File: src/rtl/c17_bist_pkg.sv
// Shared types and constants for the c17 self-test engine.
// Latency: n/a (declarations only).
// Backpressure: n/a.
package c17_bist_pkg;

    localparam int LFSR_W   = 5;
    localparam int MISR_W   = 8;
    localparam int CNT_W    = 16;
    localparam int SETTLE_W = 4;

    // Feedback taps for x^5+x^3+1: bits 4 and 2 of the state register.
    localparam logic [LFSR_W-1:0] LFSR_TAPS = 5'b10100;
    localparam logic [MISR_W-1:0] MISR_POLY = 8'h1D;

    typedef enum logic [2:0] {
        ST_IDLE,
        ST_LOAD,
        ST_APPLY,
        ST_CAPTURE,
        ST_DONE
    } state_t;

    // One Fibonacci step: shift left, feedback enters at bit 0.
    function automatic logic [LFSR_W-1:0] lfsr_step(input logic [LFSR_W-1:0] v);
        return {v[LFSR_W-2:0], ^(v & LFSR_TAPS)};
    endfunction

endpackage

File: src/rtl/c17_misr8.sv
// 8-bit Galois MISR compacting one response word per enabled cycle.
// Latency: signature updates on the clock edge after i_en; o_sig_next is combinational.
// Backpressure: none; load has priority over enable.
module c17_misr8
    import c17_bist_pkg::*;
(
    input  logic              i_clk,
    input  logic              i_rst_n,
    input  logic              i_load,
    input  logic              i_en,
    input  logic [MISR_W-1:0] i_seed,
    input  logic [MISR_W-1:0] i_data,
    output logic [MISR_W-1:0] o_sig,
    output logic [MISR_W-1:0] o_sig_next
);

    logic [MISR_W-1:0] r_sig;

    assign o_sig_next = ({r_sig[MISR_W-2:0], 1'b0} ^ (r_sig[MISR_W-1] ? MISR_POLY : '0)) ^ i_data;
    assign o_sig      = r_sig;

    // Signature register: seed on load, compact on enable, otherwise hold.
    always_ff @(posedge i_clk or negedge i_rst_n) begin
        if (!i_rst_n) begin
            r_sig <= '0;
        end else if (i_load) begin
            r_sig <= i_seed;
        end else if (i_en) begin
            r_sig <= o_sig_next;
        end
    end

endmodule

File: src/rtl/c17_bist_engine.sv
// BIST wrapper for c17: LFSR patterns out, MISR compaction of responses, golden compare.
// Latency: done rises 1 + NUM_PATTERNS*(SETTLE+1) cycles after start is sampled.
// Backpressure: none; start is ignored while busy, no queueing.
module c17_bist_engine
    import c17_bist_pkg::*;
#(
    parameter int                NUM_PATTERNS = 31,
    parameter int                SETTLE       = 1,
    parameter logic [LFSR_W-1:0] LFSR_SEED    = 5'h01,
    parameter logic [MISR_W-1:0] MISR_SEED    = 8'h00,
    parameter logic [MISR_W-1:0] GOLDEN_SIG   = 8'h00
) (
    input  logic              CLK,
    input  logic              RESET_B,
    input  logic              start,
    output logic [LFSR_W-1:0] pat_out,
    input  logic [1:0]        resp_in,
    output logic              busy,
    output logic              done,
    output logic              pass,
    output logic [MISR_W-1:0] signature,
    output logic [CNT_W-1:0]  pat_cnt
);

    localparam logic [CNT_W-1:0]    LAST_PAT    = CNT_W'(NUM_PATTERNS - 1);
    localparam logic [SETTLE_W-1:0] LAST_SETTLE = SETTLE_W'(SETTLE - 1);

    state_t              r_state;
    state_t              w_state_nxt;
    logic [LFSR_W-1:0]   r_lfsr;
    logic [CNT_W-1:0]    r_pat_cnt;
    logic [SETTLE_W-1:0] r_settle;
    logic                r_busy;
    logic                r_done;
    logic                r_pass;
    logic                w_load;
    logic                w_capture;
    logic                w_settle_end;
    logic                w_last_pat;
    logic [MISR_W-1:0]   w_sig;
    logic [MISR_W-1:0]   w_misr_next;

    assign w_load       = (r_state == ST_LOAD);
    assign w_capture    = (r_state == ST_CAPTURE);
    assign w_settle_end = (r_settle == LAST_SETTLE);
    assign w_last_pat   = (r_pat_cnt == LAST_PAT);

    c17_misr8 u_misr (
        .i_clk      (CLK),
        .i_rst_n    (RESET_B),
        .i_load     (w_load),
        .i_en       (w_capture),
        .i_seed     (MISR_SEED),
        .i_data     ({6'b0, resp_in}),
        .o_sig      (w_sig),
        .o_sig_next (w_misr_next)
    );

    // FSM state register.
    always_ff @(posedge CLK or negedge RESET_B) begin
        if (!RESET_B) begin
            r_state <= ST_IDLE;
        end else begin
            r_state <= w_state_nxt;
        end
    end

    // Next-state logic: load, then alternate apply/capture until the last pattern.
    always_comb begin
        w_state_nxt = r_state;
        case (r_state)
            ST_IDLE:    if (start) w_state_nxt = ST_LOAD;
            ST_LOAD:    w_state_nxt = ST_APPLY;
            ST_APPLY:   if (w_settle_end) w_state_nxt = ST_CAPTURE;
            ST_CAPTURE: w_state_nxt = w_last_pat ? ST_DONE : ST_APPLY;
            ST_DONE:    if (start) w_state_nxt = ST_LOAD;
            default:    w_state_nxt = ST_IDLE;
        endcase
    end

    // Datapath: pattern generator, counters and registered status flags.
    always_ff @(posedge CLK or negedge RESET_B) begin
        if (!RESET_B) begin
            r_lfsr    <= '0;
            r_pat_cnt <= '0;
            r_settle  <= '0;
            r_busy    <= 1'b0;
            r_done    <= 1'b0;
            r_pass    <= 1'b0;
        end else begin
            // Status flags follow the state being entered so they line up with it.
            r_busy <= (w_state_nxt == ST_LOAD) || (w_state_nxt == ST_APPLY) ||
                      (w_state_nxt == ST_CAPTURE);
            r_done <= (w_state_nxt == ST_DONE);
            case (r_state)
                ST_LOAD: begin
                    r_lfsr    <= LFSR_SEED;
                    r_pat_cnt <= '0;
                    r_settle  <= '0;
                    r_pass    <= 1'b0;
                end
                ST_APPLY: begin
                    r_settle <= w_settle_end ? '0 : r_settle + 1'b1;
                end
                ST_CAPTURE: begin
                    r_lfsr    <= lfsr_step(r_lfsr);
                    r_pat_cnt <= r_pat_cnt + 1'b1;
                    // Compare against the signature being written this edge, not the old one.
                    if (w_last_pat) r_pass <= (w_misr_next == GOLDEN_SIG);
                end
                default: ;
            endcase
        end
    end

    assign pat_out   = r_lfsr;
    assign busy      = r_busy;
    assign done      = r_done;
    assign pass      = r_pass;
    assign signature = w_sig;
    assign pat_cnt   = r_pat_cnt;

endmodule

File: config.mk
export PLATFORM = sky130hd
export DESIGN_NAME = c17_bist_engine
export DESIGN_NICKNAME = d
export VERILOG_FILES = /design/src/rtl/c17_bist_pkg.sv /design/src/rtl/c17_misr8.sv /design/src/rtl/c17_bist_engine.sv
export SDC_FILE = /design/constraint.sdc
export NUM_CORES = 1
export LEC_CHECK = 0
export ABC_AREA = 1
export CORE_ASPECT_RATIO = 0.5
export CORE_MARGIN = 3
export CORE_UTILIZATION = 48
export DETAILED_ROUTE_END_ITERATION = 16
export PLACE_DENSITY = 0.72
export SKIP_LAST_GASP = 1
export SLEW_MARGIN = 15
export SYNTH_ARGS = -nofsm -noshare
export SYNTH_HDL_FRONTEND = slang
export SYNTH_SLANG_ARGS = --single-unit
File: constraint.sdc
create_clock -name CLK -period 2.1 [get_ports CLK]
set_clock_uncertainty 0.05 [all_clocks]
set_input_delay 0.21 -clock CLK [delete_from_list [all_inputs] [get_ports CLK]]
set_output_delay 0.21 -clock CLK [all_outputs]
set_load 0.02 [all_outputs]
=== After elaboration in Yosys (flattened, before gate mapping) ===
Cells that the tools add are included.

* Bits in registers: 39
* Output and inout port bits: 32
* Word-level logic and storage cells: 45
* Input port bits: 5

* Add/subtract/negate cells: 2
* Muxes and demuxes: 13
* Bitwise operators: 2
* Equal/unequal tests: 10
* Reduce and logical (&&, ||, !) cells: 10

{| class="wikitable"
|+ Operators by type and width
! cell !! count
|-
| $pmux 16 s2 || 1
|-
| $add 16x1->16 const B || 1
|-
| $eq 16x5->1 const B || 1
|-
| $mux 8 || 2
|-
| $eq 3x2->1 const B || 4
|-
| $pmux 3 s4 || 1
|-
| $pmux 5 s2 || 1
|-
| $mux 3 || 3
|-
| $logic_not 8->1 || 1
|-
| $pmux 4 s2 || 1
|-
| $xor 8x2->8 || 1
|-
| $xor 8x8->8 || 1
|-
| $eq 3x1->1 const B || 2
|-
| $eq 3x3->1 const B || 2
|-
| $mux 5 || 1
|-
| $reduce_xor 5->1 || 1
|-
| $add 4x1->4 const B || 1
|-
| $logic_not 4->1 || 1
|-
| $mux 4 || 1
|-
| $reduce_bool 2->1 || 2
|-
| $logic_not 3->1 || 1
|-
| $logic_or 1x1->1 || 2
|-
| $ne 2x2->1 const B || 1
|-
| $pmux 1 s2 || 1
|-
| 3 further kinds || 3
|}

=== Depth between registers and ports, before layout ===
* Depth in word-level cells: 6
* Mapped depth: 9
* Mapped depth without buffers: 9

=== Modules after synthesis ===
A second synthesis with hierarchy kept.

* Cell total of the unflattened synthesis: 296
* Area, all modules: 2238.4 µm²

{| class="wikitable"
|+ By module, submodules not included
! module !! sequential area each (µm²) !! cells an instance !! area each (µm²) !! instances
|-
| c17_bist_engine || 775.7 || 229 || 1715.4 || 1
|-
| c17_misr8 || 200.2 || 67 || 523.0 || 1
|}

=== Worst setup path after synthesis ===
No wires, ideal clock.

* Path type: register to register
* From: register r_pat_cnt[0], in the netlist pat_cnt[0]
* To: register r_pat_cnt[14], in the netlist pat_cnt[14]
* Data required time: 1.931 ns
* Library setup time: 0.119 ns
* Setup slack: 0.656 ns
* Data arrival time: 1.274 ns
* Period minus slack after synthesis: 1.444 ns
* Buffers on the path: 0
* Stages on the path, launching flop included: 9
* Cells stage by stage: dfrtp_1 > ha_1 > nand2_1 > inv_2 > nand3_2 > nor2_1 > nand3_1 > nand2_1 > nor2_1

* Longest elaborated chain between the ends: 2

{| class="wikitable"
|+ RTL lines
! what !! RTL line !! source
|-
| start, declared || c17_bist_engine.sv:31 || <nowiki>logic [CNT_W-1:0] r_pat_cnt;</nowiki>
|-
| start signal, assigned || c17_bist_engine.sv:107 || <nowiki>r_pat_cnt <= r_pat_cnt + 1'b1;</nowiki>
|-
| $add 16x1->16 || c17_bist_engine.sv:107 ||
|-
| $pmux 16 s2 || c17_bist_engine.sv:95 || <nowiki>case (r_state)</nowiki>
|}

Every way passes these cells.
A chain may end at the register's enable or synchronous reset.

=== Final worst setup path ===
* From: register r_pat_cnt[9], in the netlist pat_cnt[9]
* To: output pat_cnt[9]

{| class="wikitable"
|+ RTL lines
! what !! RTL line !! source
|-
| end, declared || c17_bist_engine.sv:22 || <nowiki>output logic [CNT_W-1:0] pat_cnt</nowiki>
|}

No word-level cell between the ends.

==> metrics.md <==
| Metric | Value |
|---|---|
| CP endpoint kind | primary output |
| FF-to-FF path depth | 7 |
| Placed Instances | 344 |
| H-tree depth | 2 |
| CTS root buffer | clkbuf_8 |
| Slowest-stage cell, CP | clkdlybuf4s50_1 |
| # port buffers | 36 |
| Seq pwr share | between 30 and 40% |
| Stages on worst setup path | 1 |
| Drt via density | 5.28 |
| Worst-Margin Slew | slightly below 0.9 ns |
| Initial antenna violation count | 0 |
| Hold WS | -0.0184 ns |
| Final Slew Violations | 0 |
| Remaining antenna violation count after routing | 0 |
| DRC violations left | 0 |
| Place WS | 0.462 ns |
| Final period utilization | around 80% |
| # IOs | 37 |
| Routed wire per std cell | around 13 microns |
| LEAKAGE | 1.20 nW |
| Overflow after GRT | 0 |
| Logic pwr share | between 40% and 50% |
| Failing checks | hold timing |
| Critical path's top delay family | buffers and inverters |
| Reg clk slew, reported paths | 0.07 ns |
| Critical path fanouts, max | 7 |
| Final Util | ~64% |
| Seq/Total Area, Yosys | 47.5% |
| Fin crit period | 1.73 ns |
| Critical path required time | around 1.8 ns |
| Final setup fails | 0 |
| Setup Total Neg Slack | 0 ns |
| Die ar. | around 5000 sq um |
| Post-Synthesis Cells | around 260 |
| Switching Fraction | about two fifths |
| Max-Cap Viols | 0 |
| Cell Count, Final, Fillers Out | 352 |
| Net count, final | 306 |
| Clock sink total | 39 |
| Initial Util | 51.3% |
| Layout cell share with drive strength beyond 1 | about a tenth |
| Synth warnings | 0 |
| CTS Buf Count | 5 |
| WP data arrival | 1.47 ns |
| CTS tree | built |
| Total core area | between 4000 and 5000 sq um |
| Synth Net Count | approximately 270 |
| Clk buf depth | 2 |
| Max VDD drop | 657 uV |
| Mean area per synthesized cell | about 8.0 sq um |
| DPL Wire Length | 3.36 mm |
| Startpoint Class | register |
| Synth top area share | between 40% and 50% |
| Hold_buf cts | 0 |
| Net switching power | approximately 0.0011 W |
| Worst hold-check path type | in -> async |
| Status | finished with violations |
| Crit path kind | reg -> out |
| Internal | 0.00175 W |
| First-pass GRT wire length | between 8 and 9 mm |
| Slowest stage delay, CP | approximately 0.66 ns |
| Largest net degree at the start of global routing | 40 |
| Slew headroom | between 40% and 50% |
| Yosys top cell by area | dfrtp_1 |
| Vias post-DR | 1860 |
| Clock Latency Late Sink | between 0.2 and 0.3 ns |
| Synth area leaders | dfrtp_1 47%, nand2_1 11%, inv_1 6.6% |
| Routability cong. | 0.861 |
| Max Clk Rate | between 0.5 and 0.6 GHz |
| Gr usage total | 20.3% |
| N_diodes | 0 |
| Flops & latches, synth | 39 |
| CP cell instances | clkdlybuf4s50_1 |
| Vias in the first global route | approximately 1.8k |
| Post-route setup slack | between 0.3 and 0.4 ns |
| Row count | 16 |
| Worst Path Buf+Inv | 1 |
| Pwr/cell area | around 1100 nW/um^2 |
| RSZ-0062 raised after global routing | no |
| Cts repair resizes | 0 |
| Clk pwr share | about 22% |
| Fin. Hold Viols | 35 |
| Synthesis-to-finish area growth | 25.2% |
| Die Width | a little under 100 microns |
| Die Y-Extent | 52.3 microns |
| DR iter-0 viols | 120 |
| Post-CTS setup buffer count | 0 |
| Post-synthesis cell area | ~2100 sq um |
| DR pass1 iterations | 4 |
| Library cells used by synthesis | 26 |
| Final wirelength | 4.73 mm |
-- synth_stat cells (all sizes together) --
cell and count:
nand4 3, nand3 25, inv 44, xor2 2
a21oi 10, nand2 63, buf 4, o22a 1
nor3 3, dfrtp 39, xnor2 2, o21ai 19
ha 4, o22ai 10, o31ai 3, a22oi 1
nor2 25
-- cells by family after synthesis --
logic type / share of synthesized area [%]
AND/OR/NAND/NOR: 27.0
XOR/XNOR: 1.70
buffers and inverters: 9.13
AO/OA/AOI/OAI: 12.2
adder cells (fa/ha/maj): 2.43
flip-flops: 47.5
-- state kept, by name (all words and copies together) (netlist names) --
signal / cells
busy: 1
pass: 1
pat_out: 5
r_state: 3
pat_cnt: 16
r_settle: 4
u_misr.o_sig: 8
done: 1
-- per-layer routing --
metal / vias to the layer above / routed length (microns) / global-route usage (%)
met2: 53 / 2170 / 32.7
met5: - / 0 / 0
li1: 911 / - / -
met4: 0 / 23 / 6.12
met3: 3 / 252 / 5.05
met1: 893 / 2280 / 27.4
-- cells in the final DEF (no fill, tap or decap), types with 6 or more instances in the layout --
master / count
nor2_1: 22
inv_1: 36
nand2_1: 59
nand3_1: 21
o21ai_0: 14
inv_2: 8
dfrtp_1: 39
a21oi_1: 10
clkbuf_8: 6
clkdlybuf4s50_1: 35
o22ai_1: 10
-- power groups by stage --
stage                     registers (W)  clock network, W  logic (W)
after floorplan                 0.00121                 0   0.000610
after global placement          0.00106                 0    0.00117
after detailed placement        0.00106                 0    0.00120
after CTS                       0.00105          0.000665    0.00121
after global routing            0.00108          0.000704    0.00133
final                           0.00105          0.000646    0.00120
-- final timing paths --
kind,endpoint,slack [ns],from
max,pat_cnt[9],0.37,pat_cnt[9]
min,pat_cnt[12],-0.02,RESET_B
max reg2reg,pat_cnt[14],0.42,r_state[0]
min reg2reg,pass,0.48,pass
max in group asynchronous,u_misr.o_sig[5],1.47,RESET_B
min in group CLK,pass,0.48,pass
-- per-stage QoR --
step	total power [W]	hold WS [ns]	instance area [sq um]
3_5_place_dp	0.00226	0.330	2460
5_1_grt	0.00311	0.0405	2570
6_report	0.00290	-0.0184	2570
3_3_place_gp	0.00223	0.318	2460
4_1_cts	0.00292	0.00702	2570
2_1_floorplan	0.00182	-0.136	2060
-- layout make-up --
cell class | instances | area [sq um]
Fill cell | 351 | 1430
Clock inverter | 2 | 35.0
Sequential cell | 39 | 976
Tap cell | 54 | 67.6
Clock buffer | 6 | 82.6
Timing Repair Buffer | 36 | 355
Multi-Input combinational cell | 171 | 892
Inverter | 44 | 165
Power figures use the tool's default switching activity.
